$ cat src/rtl/hunt_round_ctrl.sv
// Game-flow controller for the duck hunt: dog intro, multi-duck rounds, shot and
// bird bookkeeping, saturating score, and the frame-timed resolve phase.
module hunt_round_ctrl #(
    parameter int unsigned NUM_DUCKS       = 2,
    parameter int unsigned SHOTS_PER_ROUND = 3,
    parameter int unsigned BIRDS_PER_GAME  = 10,
    parameter int unsigned POINTS_PER_HIT  = 5,
    parameter int unsigned SCORE_W         = 16,
    parameter int unsigned DOG_FRAMES      = 60,
    localparam int unsigned SHOT_W         = $clog2(SHOTS_PER_ROUND + 1),
    localparam int unsigned BIRD_W         = $clog2(BIRDS_PER_GAME + 1)
) (
    input  logic                 Clk,
    input  logic                 Reset,
    input  logic                 start,
    input  logic                 frame_clk,
    input  logic                 shot,
    input  logic [NUM_DUCKS-1:0] duck_hit,
    input  logic [NUM_DUCKS-1:0] duck_gone,
    output logic [2:0]           state,
    output logic                 new_round,
    output logic [NUM_DUCKS-1:0] duck_active,
    output logic [NUM_DUCKS-1:0] hit_mask,
    output logic                 no_shots_left,
    output logic [SHOT_W-1:0]    shots_left,
    output logic [BIRD_W-1:0]    birds_left,
    output logic [SCORE_W-1:0]   score,
    output logic                 dog_start,
    output logic                 dog_duck,
    output logic                 dog_laugh,
    output logic                 game_over
);

    localparam int unsigned FRAME_W = $clog2(DOG_FRAMES + 1);
    localparam int unsigned SUM_W   = SCORE_W + 32;
    localparam logic [FRAME_W-1:0] FRAME_LAST = FRAME_W'(DOG_FRAMES - 1);
    localparam logic [SUM_W-1:0]   SCORE_MAX  = SUM_W'({SCORE_W{1'b1}});

    typedef enum logic [2:0] {
        S_IDLE      = 3'd0,
        S_INTRO     = 3'd1,
        S_LAUNCH    = 3'd2,
        S_PLAY      = 3'd3,
        S_RESOLVE   = 3'd4,
        S_GAME_OVER = 3'd5
    } state_t;

    state_t                 state_q;
    logic                   start_q, shot_q, frame_q;
    logic [FRAME_W-1:0]     frame_cnt_q;
    logic                   new_round_q, no_shots_left_q;
    logic [NUM_DUCKS-1:0]   duck_active_q, hit_mask_q;
    logic [SHOT_W-1:0]      shots_left_q;
    logic [BIRD_W-1:0]      birds_left_q;
    logic [SCORE_W-1:0]     score_q, score_d;
    logic                   dog_start_q, dog_duck_q, dog_laugh_q, game_over_q;

    logic                   start_rise_c, shot_rise_c, frame_rise_c, shot_fire_c;
    logic [NUM_DUCKS-1:0]   hit_new_c, launch_mask_c;
    logic [2:0]             hit_cnt_c;
    logic [SUM_W-1:0]       score_sum_c;
    logic [31:0]            launch_n_c;

    assign start_rise_c = start & ~start_q;
    assign shot_rise_c  = shot & ~shot_q;
    assign frame_rise_c = frame_clk & ~frame_q;
    assign shot_fire_c  = shot_rise_c && (shots_left_q != '0);

    // New hits this shot, saturating score, and the launch mask for this round
    always_comb begin
        hit_new_c = duck_hit & duck_active_q & ~hit_mask_q;
        hit_cnt_c = '0;
        for (int i = 0; i < NUM_DUCKS; i++) begin
            hit_cnt_c = hit_cnt_c + 3'(hit_new_c[i]);
        end
        score_sum_c = SUM_W'(score_q) + SUM_W'(hit_cnt_c) * SUM_W'(POINTS_PER_HIT);
        score_d     = (score_sum_c > SCORE_MAX) ? '1 : score_sum_c[SCORE_W-1:0];

        launch_n_c    = (32'(birds_left_q) < NUM_DUCKS) ? 32'(birds_left_q) : 32'(NUM_DUCKS);
        launch_mask_c = '0;
        for (int i = 0; i < NUM_DUCKS; i++) begin
            launch_mask_c[i] = (32'(i) < launch_n_c);
        end
    end

    always_ff @(posedge Clk or posedge Reset) begin
        if (Reset) begin
            state_q         <= S_IDLE;
            start_q         <= 1'b0;
            shot_q          <= 1'b0;
            frame_q         <= 1'b0;
            frame_cnt_q     <= '0;
            new_round_q     <= 1'b0;
            no_shots_left_q <= 1'b0;
            duck_active_q   <= '0;
            hit_mask_q      <= '0;
            shots_left_q    <= '0;
            birds_left_q    <= '0;
            score_q         <= '0;
            dog_start_q     <= 1'b0;
            dog_duck_q      <= 1'b0;
            dog_laugh_q     <= 1'b0;
            game_over_q     <= 1'b0;
        end else begin
            start_q     <= start;
            shot_q      <= shot;
            frame_q     <= frame_clk;
            new_round_q <= 1'b0;
            case (state_q)
                S_IDLE, S_GAME_OVER: begin
                    if (start_rise_c) begin
                        score_q      <= '0;
                        birds_left_q <= BIRD_W'(BIRDS_PER_GAME);
                        frame_cnt_q  <= '0;
                        dog_start_q  <= 1'b1;
                        game_over_q  <= 1'b0;
                        state_q      <= S_INTRO;
                    end
                end
                S_INTRO: begin
                    if (frame_rise_c) begin
                        if (frame_cnt_q == FRAME_LAST) begin
                            dog_start_q <= 1'b0;
                            new_round_q <= 1'b1;
                            state_q     <= S_LAUNCH;
                        end else begin
                            frame_cnt_q <= frame_cnt_q + FRAME_W'(1);
                        end
                    end
                end
                S_LAUNCH: begin
                    duck_active_q   <= launch_mask_c;
                    birds_left_q    <= birds_left_q - BIRD_W'(launch_n_c);
                    shots_left_q    <= SHOT_W'(SHOTS_PER_ROUND);
                    hit_mask_q      <= '0;
                    no_shots_left_q <= (SHOTS_PER_ROUND == 0);
                    state_q         <= S_PLAY;
                end
                S_PLAY: begin
                    if (shot_fire_c) begin
                        shots_left_q    <= shots_left_q - SHOT_W'(1);
                        hit_mask_q      <= hit_mask_q | hit_new_c;
                        score_q         <= score_d;
                        no_shots_left_q <= (shots_left_q == SHOT_W'(1));
                    end
                    // Hits above use the pre-clear active set, so hit+gone counts the hit
                    duck_active_q <= duck_active_q & ~duck_gone;
                    if (duck_active_q == '0) begin
                        frame_cnt_q     <= '0;
                        no_shots_left_q <= 1'b0;
                        dog_duck_q      <= (hit_mask_q != '0);
                        dog_laugh_q     <= (hit_mask_q == '0);
                        state_q         <= S_RESOLVE;
                    end
                end
                S_RESOLVE: begin
                    if (frame_rise_c) begin
                        if (frame_cnt_q == FRAME_LAST) begin
                            dog_duck_q  <= 1'b0;
                            dog_laugh_q <= 1'b0;
                            if (birds_left_q != '0) begin
                                new_round_q <= 1'b1;
                                state_q     <= S_LAUNCH;
                            end else begin
                                game_over_q <= 1'b1;
                                state_q     <= S_GAME_OVER;
                            end
                        end else begin
                            frame_cnt_q <= frame_cnt_q + FRAME_W'(1);
                        end
                    end
                end
                default: state_q <= S_IDLE;
            endcase
        end
    end

    assign state         = state_q;
    assign new_round     = new_round_q;
    assign duck_active   = duck_active_q;
    assign hit_mask      = hit_mask_q;
    assign no_shots_left = no_shots_left_q;
    assign shots_left    = shots_left_q;
    assign birds_left    = birds_left_q;
    assign score         = score_q;
    assign dog_start     = dog_start_q;
    assign dog_duck      = dog_duck_q;
    assign dog_laugh     = dog_laugh_q;
    assign game_over     = game_over_q;

endmodule

$ cat config.mk
export PLATFORM = sky130hd
export DESIGN_NAME = hunt_round_ctrl
export DESIGN_NICKNAME = d
export VERILOG_FILES = /design/src/rtl/hunt_round_ctrl.sv
export SDC_FILE = /design/constraint.sdc
export NUM_CORES = 1
export LEC_CHECK = 0
export ABC_CLOCK_PERIOD_IN_PS = 3200
export CELL_PAD_IN_SITES_DETAIL_PLACEMENT = 1
export CELL_PAD_IN_SITES_GLOBAL_PLACEMENT = 2
export CORE_MARGIN = 5
export CORE_UTILIZATION = 33
export CTS_BUF_LIST = sky130_fd_sc_hd__clkbuf_4 sky130_fd_sc_hd__clkbuf_8
export DETAILED_ROUTE_END_ITERATION = 12
export HOLD_SLACK_MARGIN = 0.03
export PLACE_DENSITY = 0.84
export SLEW_MARGIN = 5
export SYNTH_ARGS = -nofsm -noshare
export SYNTH_HDL_FRONTEND = slang
export SYNTH_SLANG_ARGS = --single-unit
$ cat constraint.sdc
create_clock -name Clk -period 3.2 [get_ports Clk]
set_clock_uncertainty 0.1 [all_clocks]
set_input_delay 0.8 -clock Clk [delete_from_list [all_inputs] [get_ports Clk]]
set_output_delay 0.8 -clock Clk [all_outputs]
set_load 0.01 [all_outputs]
==> flow_metrics.py, run 1 <==
metrics = {
    "outcome": {
        "status": "completed",
    },
    "synth": {
        "syn-num-nets": 291,
        "synth_ff_type": "dfrtp_1",
        "netlist_instances": 268,
        "yosysWarnings": 0,
        "synth_edf_count": 0,
        "ys_seq_elements": 44,
        "syn-mean-instance-area_um2": 9.29,
        "netlist.area_leader.share_pct": 44.2,
        "synthArstFlopShare_pct": 100,
        "yosysTopAreaCell": "dfrtp_1",
        "synth_area_mm2": 0.00249,
        "ys_types": 52,
        "synth_area_leaders": "dfrtp_1, ha_1, o21ai_0, nor2_1, nand2_1",
        "synth-seq-area-share_pct": 44.2,
    },
    "setup_path": {
        "r2r-end": "score[13]$_DFFE_PP0P_",
        "critPathCapture": "score[13]$_DFFE_PP0P_",
        "end_kind": "flip-flop",
        "r2r_start": "duck_active[0]$_DFFE_PP0P_",
        "rrSetupSlack_ns": 0.48,
        "rr_worst_depth": 12,
        "crit_chain": "dlymetal6s2s_1 > nand2_1 > nor2_2 > ha_4 > ha_4 > ha_4 > inv_1 > fa_2 > nor2b_4 > o31ai_4 > nor3_2 > o21ai_1 > a211oi_1",
        "worstSetupStartpointType": "input port",
        "critPathMaxStageDelay_ns": 0.42,
        "path_delay_family": "adder cells",
        "crit_slowest_cell": "fa_2",
        "worstSetupStartpoint": "duck_hit[0]",
        "critical_path_buf_inv_count": 2,
        "crit_cells": 13,
        "worstSetupPathType": "input port to flip-flop",
        "worstPathMaxFanout": 4,
        "arrival_ns": 3.01,
        "required_ns": 3.31,
        "cp_common_cell": "ha_4",
    },
    "clock_tree": {
        "clock_path_buffers": 2,
        "numCtsBuffers": 5,
        "clock_sinks": 44,
        "ctsHoldBuffers": 0,
        "h-tree-depth": 2,
        "clk_latency_ns": 0.33,
        "clkSlewWorstSetupHoldPaths_ns": 0.09,
        "cts_tree": "built",
        "clockRootBuffer": "clkbuf_8",
    },
    "global_route": {
        "antenna_found_initial": 0,
        "grt_max_degree": 26,
        "grt_busiest_layer": "met2",
        "grt_pass1_vias": 2503,
        "grt_use_met2_pct": 27.7,
        "track_usage_pct": 16.8,
        "grt_use_met3_pct": 4.75,
        "overflow": 0,
        "grt_pass1_wl_um": 13000,
        "use_met1_pct": 21.2,
    },
    "place": {
        "port-buffer-count": 43,
        "placed_area_mm2": 0.00319,
        "place.gp.congestion": 0.791,
        "hpwlAfterDp_um": 5530,
    },
    "power": {
        "peakVddDrop_mv": 0.225,
        "p_int_w": 0.00154,
        "seqPwrFrac_pct": 32.8,
        "power_frac_comb_pct": 48.4,
        "power_density_mw_per_mm2": 730,
        "pwr-share-clk_pct": 18.7,
        "p_leak_nw": 1.52,
        "design_power_total_w": 0.00255,
        "p_switching_w": 0.00102,
        "switching_share_pct": 39.8,
    },
    "sta": {
        "hold_viol": 0,
        "fmax_mhz": 344,
        "fin_crit_ns": 2.91,
        "worstMarginPinSlew_ns": 0.988,
        "timing.final.crit_share_pct": 90.8,
        "setup_viol": 0,
        "slew_violations": 0,
        "relSlewSlack_pct": 33.5,
        "rsz0062_at_grt": "false",
    },
    "detailed_routing": {
        "first_pass_iters": 4,
        "drtIter0Drc": 55,
        "routed_wl_um": 7960,
        "remaining_drc_errors": 0,
        "postRouteAntennaNets": 0,
        "vias": 2327,
        "via_per_inst": 5.34,
        "wl_per_cell_um": 18.3,
    },
    "die": {
        "io_pins": 44,
        "die_x_um": 96.8,
        "die_area_mm2": 0.00938,
        "die_y_um": 96.8,
        "core_mm2": 0.00729,
        "rows": 31,
        "start_util_pct": 34.1,
    },
    "layout": {
        "drive_gt1_share_pct": 19.3,
        "layout.cell_area.non_filler_mm2": 0.00350,
        "diodes": 0,
        "final_common_cell": "dfrtp_1",
        "layout_common_cells": "dfrtp_1, clkdlybuf4s50_1, nor2_1",
        "final_nets": 359,
        "fillers": 862,
        "areaGrowthSynthToFinish_pct": 40.6,
    },
    "run": {
        "drv_cap": 0,
    },
    "min_path": {
        "hold_class": "flip-flop to flip-flop",
        "min_from": "game_over$_DFFE_PP0P_",
    },
}
-- logic make-up after synthesis --
family          count (synthesis)  synth area share [%]
buf+inv                        21                  3.87
xor+xnor                        6                  2.11
simple gates                  115                  25.2
compound gates                 64                  15.8
other cells                     1                 0.151
fa+ha+maj                      14                  7.34
mux                             3                  1.21
flops                          44                  44.2
-- metrics by stage --
step	setup WS [ns]	std cells	hold WS [ns]	setup TNS, ns	utilization, %
3_3_place_gp	-0.462	426	0.397	-5.92	43.7
5_1_grt	0.224	436	0.457	0	48.0
4_1_cts	-0.0135	436	0.423	-0.0135	46.3
3_5_place_dp	-0.567	426	0.398	-7.13	43.7
6_report	0.295	436	0.424	0	48.0
2_1_floorplan	0.0150	268	0.396	0	-
-- power groups by stage --
| stage | registers [W] | logic, W | clock network [W] |
|---|---|---|---|
| floorplan | 0.000845 | 0.000571 | 0 |
| global route | 0.000862 | 0.00138 | 0.000508 |
| CTS | 0.000827 | 0.00113 | 0.000484 |
| finish | 0.000839 | 0.00124 | 0.000479 |
| detailed placement | 0.000838 | 0.00111 | 0 |
| global placement | 0.000833 | 0.00107 | 0 |
-- registers in the layout, indices dropped and copies added (netlist names), 2 cells and up --
name and flops:
frame_cnt_q 6, score 16, state 3, shots_left 2, birds_left 4, hit_mask 2, duck_active 2
-- cells in the mapped netlist, types with 2 or more instances --
cell type	instances
xor2_1	3
ha_1	13
and3_1	3
nor3_1	10
clkbuf_1	4
o22ai_1	2
or3_1	3
nand2_1	29
nor4b_2	3
nor2_1	32
nor4_1	4
buf_6	2
nand3_1	8
a21oi_1	13
nand2b_1	2
nor3b_1	3
dfrtp_1	44
mux2i_1	3
nand4_1	4
a31oi_1	6
xnor2_1	3
nor2b_1	3
buf_2	2
and4_1	2
o211a_1	3
o21ai_0	26
o31ai_1	2
inv_1	12
-- cell type report --
type                            count  area, um2  share of cell area [%]
Sequential cell                    44       1100                    31.5
Multi-Input combinational cell    203       1470                    42.0
Timing Repair Buffer               70        638                    18.2
Tap cell                           99        124                    3.54
Clock inverter                      2       38.8                    1.11
Inverter                           12       45.0                    1.29
Clock buffer                        6       82.6                    2.36
-- worst min path at each step --
stage	end	cells after the start	slack (ns)
3_5_place_dp	game_over$_DFFE_PP0P_	2	0.40
5_1_grt	game_over$_DFFE_PP0P_	2	0.46
6_report	game_over$_DFFE_PP0P_	2	0.42
2_1_floorplan	frame_cnt_q[0]$_DFFE_PP0P_	1	0.40
4_1_cts	game_over$_DFFE_PP0P_	2	0.42
3_3_place_gp	game_over$_DFFE_PP0P_	2	0.40
-- timing repair --
action | CTS | global route
setup endpoints to repair | 16 | 15
resized for setup | 11 | 20
setup buffers | 2 | 0
pin swaps | 6 | 10
-- metal layers --
metal	part of all wire, %	vias up	routed length [um]
li1	-	1106	-
met1	45	1155	3610
met2	48	51	3850
met3	4.5	15	362
met4	1.8	0	142
met5	0	-	0
-- worst reg2reg max path, stage by stage (launching register included) --
cell	delay [ns]
dfrtp_1	0.42
nand2_1	0.11
nor2_2	0.06
ha_4	0.18
ha_4	0.27
ha_4	0.13
inv_1	0.05
fa_2	0.42
nor2b_4	0.18
o31ai_4	0.10
nor3_2	0.23
o21ai_1	0.10
a211oi_1	0.26
(Power assumes the default switching activity.)
==> inputs of run 2 (changes only) <==
--- a/config.mk
+++ b/config.mk
@@ -11,8 +11,10 @@
 export CORE_MARGIN = 5
 export CORE_UTILIZATION = 33
 export CTS_BUF_LIST = sky130_fd_sc_hd__clkbuf_4 sky130_fd_sc_hd__clkbuf_8
+export CTS_CLUSTER_DIAMETER = 50
 export DETAILED_ROUTE_END_ITERATION = 12
 export HOLD_SLACK_MARGIN = 0.03
+export MAX_ROUTING_LAYER = met4
 export PLACE_DENSITY = 0.84
 export SLEW_MARGIN = 5
 export SYNTH_ARGS = -nofsm -noshare
==> flow_metrics.py, run 2 (synthesized netlist as in run 1, its figures left out) <==
metrics = {
    "clock_tree": {
        "clkSlewWorstSetupHoldPaths_ns": 0.09,
        "h-tree-depth": 2,
        "clock_sinks": 44,
        "clockRootBuffer": "clkbuf_8",
        "clk_latency_ns": 0.32,
        "cts_tree": "built",
        "numCtsBuffers": 5,
        "clock_path_buffers": 2,
    },
    "detailed_routing": {
        "wl_met2_um": 3810,
        "vias": 2321,
        "wl_met1_um": 3650,
        "first_pass_iters": 4,
        "wl_met3_um": 330,
        "drtIter0Drc": 59,
        "remaining_drc_errors": 0,
        "via_per_inst": 5.32,
        "top_layer_used": "met4",
        "postRouteAntennaNets": 0,
        "routed_wl_um": 7980,
        "wl_per_cell_um": 18.3,
    },
    "global_route": {
        "track_usage_pct": 17.2,
        "antenna_found_initial": 0,
        "overflow": 0,
        "grt_pass1_wl_um": 13000,
        "grt_max_degree": 26,
        "grt_pass1_vias": 2500,
    },
    "layout": {
        "layout.cell_area.non_filler_mm2": 0.00350,
        "fillers": 862,
        "drive_gt1_share_pct": 19.3,
        "areaGrowthSynthToFinish_pct": 40.6,
        "final_common_cell": "dfrtp_1",
        "post-route-util_pct": 48.0,
        "layout_common_cells": "dfrtp_1, clkdlybuf4s50_1, nor2_1",
        "largest_register_ffs": 16,
        "diodes": 0,
        "final_nets": 359,
    },
    "sta": {
        "rsz0062_at_grt": "false",
        "hold_viol": 0,
        "setup_viol": 0,
        "fin_tns_setup_ns": 0,
        "fmax_mhz": 344,
        "timing.final.crit_share_pct": 90.8,
        "relSlewSlack_pct": 34.2,
        "worstMarginPinSlew_ns": 0.978,
        "slew_violations": 0,
        "fin_crit_ns": 2.91,
        "timing.hold.ws_ns": 0.423,
    },
    "setup_path": {
        "required_ns": 3.31,
        "worstSetupPathType": "input port to flip-flop",
        "worstSetupStartpointType": "input port",
        "worstPathMaxFanout": 4,
        "arrival_ns": 3.01,
        "end_kind": "flip-flop",
    },
    "die": {
        "start_util_pct": 34.1,
        "die_x_um": 96.8,
        "core_mm2": 0.00729,
        "rows": 31,
        "io_pins": 44,
        "die_area_mm2": 0.00938,
        "die_y_um": 96.8,
    },
    "run": {
        "drv_cap": 0,
    },
    "power": {
        "power_density_mw_per_mm2": 730,
        "peakVddDrop_mv": 0.225,
        "p_leak_nw": 1.52,
    },
    "min_path": {
        "hold_class": "flip-flop to flip-flop",
    },
    "place": {
        "place.gp.congestion": 0.802,
        "hpwlAfterDp_um": 5530,
        "placed_area_mm2": 0.00319,
        "port-buffer-count": 43,
    },
    "outcome": {
        "status": "completed",
    },
}
## run 2: cell counts in the layout (fill, tap and decap cells not counted)
Identical to the previous run, type by type.
## run 2: power by group
part	switching, W	internal, W
sequential	0.000161	0.000678
clock	0.000220	0.000256
combinational	0.000635	0.000604
total	0.00102	0.00154
## run 2: per-stage QoR
stage | std cells | setup slack [ns] | total power [W]
finish | 436 | 0.294 | 0.00255
CTS | 436 | -0.0135 | 0.00244
global placement | 426 | -0.462 | 0.00190
floorplan | 268 | 0.0150 | 0.00142
global route | 436 | 0.224 | 0.00275
detailed placement | 426 | -0.567 | 0.00194
## run 2: path summary, 6_finish.rpt
kind                                                 start                        end  slack, ns  cells after the start
min in group asynchronous                            Reset        new_round$_DFF_PP0_       0.78                      2
max in group asynchronous                            Reset  shots_left[1]$_DFFE_PP0P_       1.55                      3
worst max register to register  duck_active[0]$_DFFE_PP0P_      score[13]$_DFFE_PP0P_       0.48                     12
worst min-delay path                 game_over$_DFFE_PP0P_      game_over$_DFFE_PP0P_       0.42                      2
worst max-delay path                           duck_hit[0]      score[13]$_DFFE_PP0P_       0.29                     13
worst min register to register       game_over$_DFFE_PP0P_      game_over$_DFFE_PP0P_       0.42                      2
## run 2: metal layers
| layer | up-vias | global-route usage (%) |
|---|---|---|
| met5 | - | - |
| met1 | 1149 | 21.3 |
| met2 | 51 | 27.8 |
| li1 | 1105 | - |
| met3 | 16 | 4.46 |
| met4 | 0 | 5.29 |
## run 2: critical path: stages
cell and delay, ns:
dlymetal6s2s_1 0.14, nand2_1 0.10, nor2_2 0.06, ha_4 0.18, ha_4 0.27, ha_4 0.13, inv_1 0.05, fa_2 0.42
nor2b_4 0.17, o31ai_4 0.09, nor3_2 0.23, o21ai_1 0.10, a211oi_1 0.26
## run 2: repair_timing
item	4_1_cts	5_1_grt
resized for setup	11	20
endpoints found under the setup margin	16	15
cloned	0	0
hold buffers	0	0
pin swaps	6	10
setup buffers	2	0
## run 2: cell type report
type                    instances  area [um2]  share of cell area (%)
well taps                      99         124                    3.54
multi-input cells             203        1470                    42.0
clock inverters                 2        38.8                    1.11
flip-flops and latches         44        1100                    31.5
clock buffers                   6        82.6                    2.36
repair buffers                 70         638                    18.2
inverters                      12        45.0                    1.29
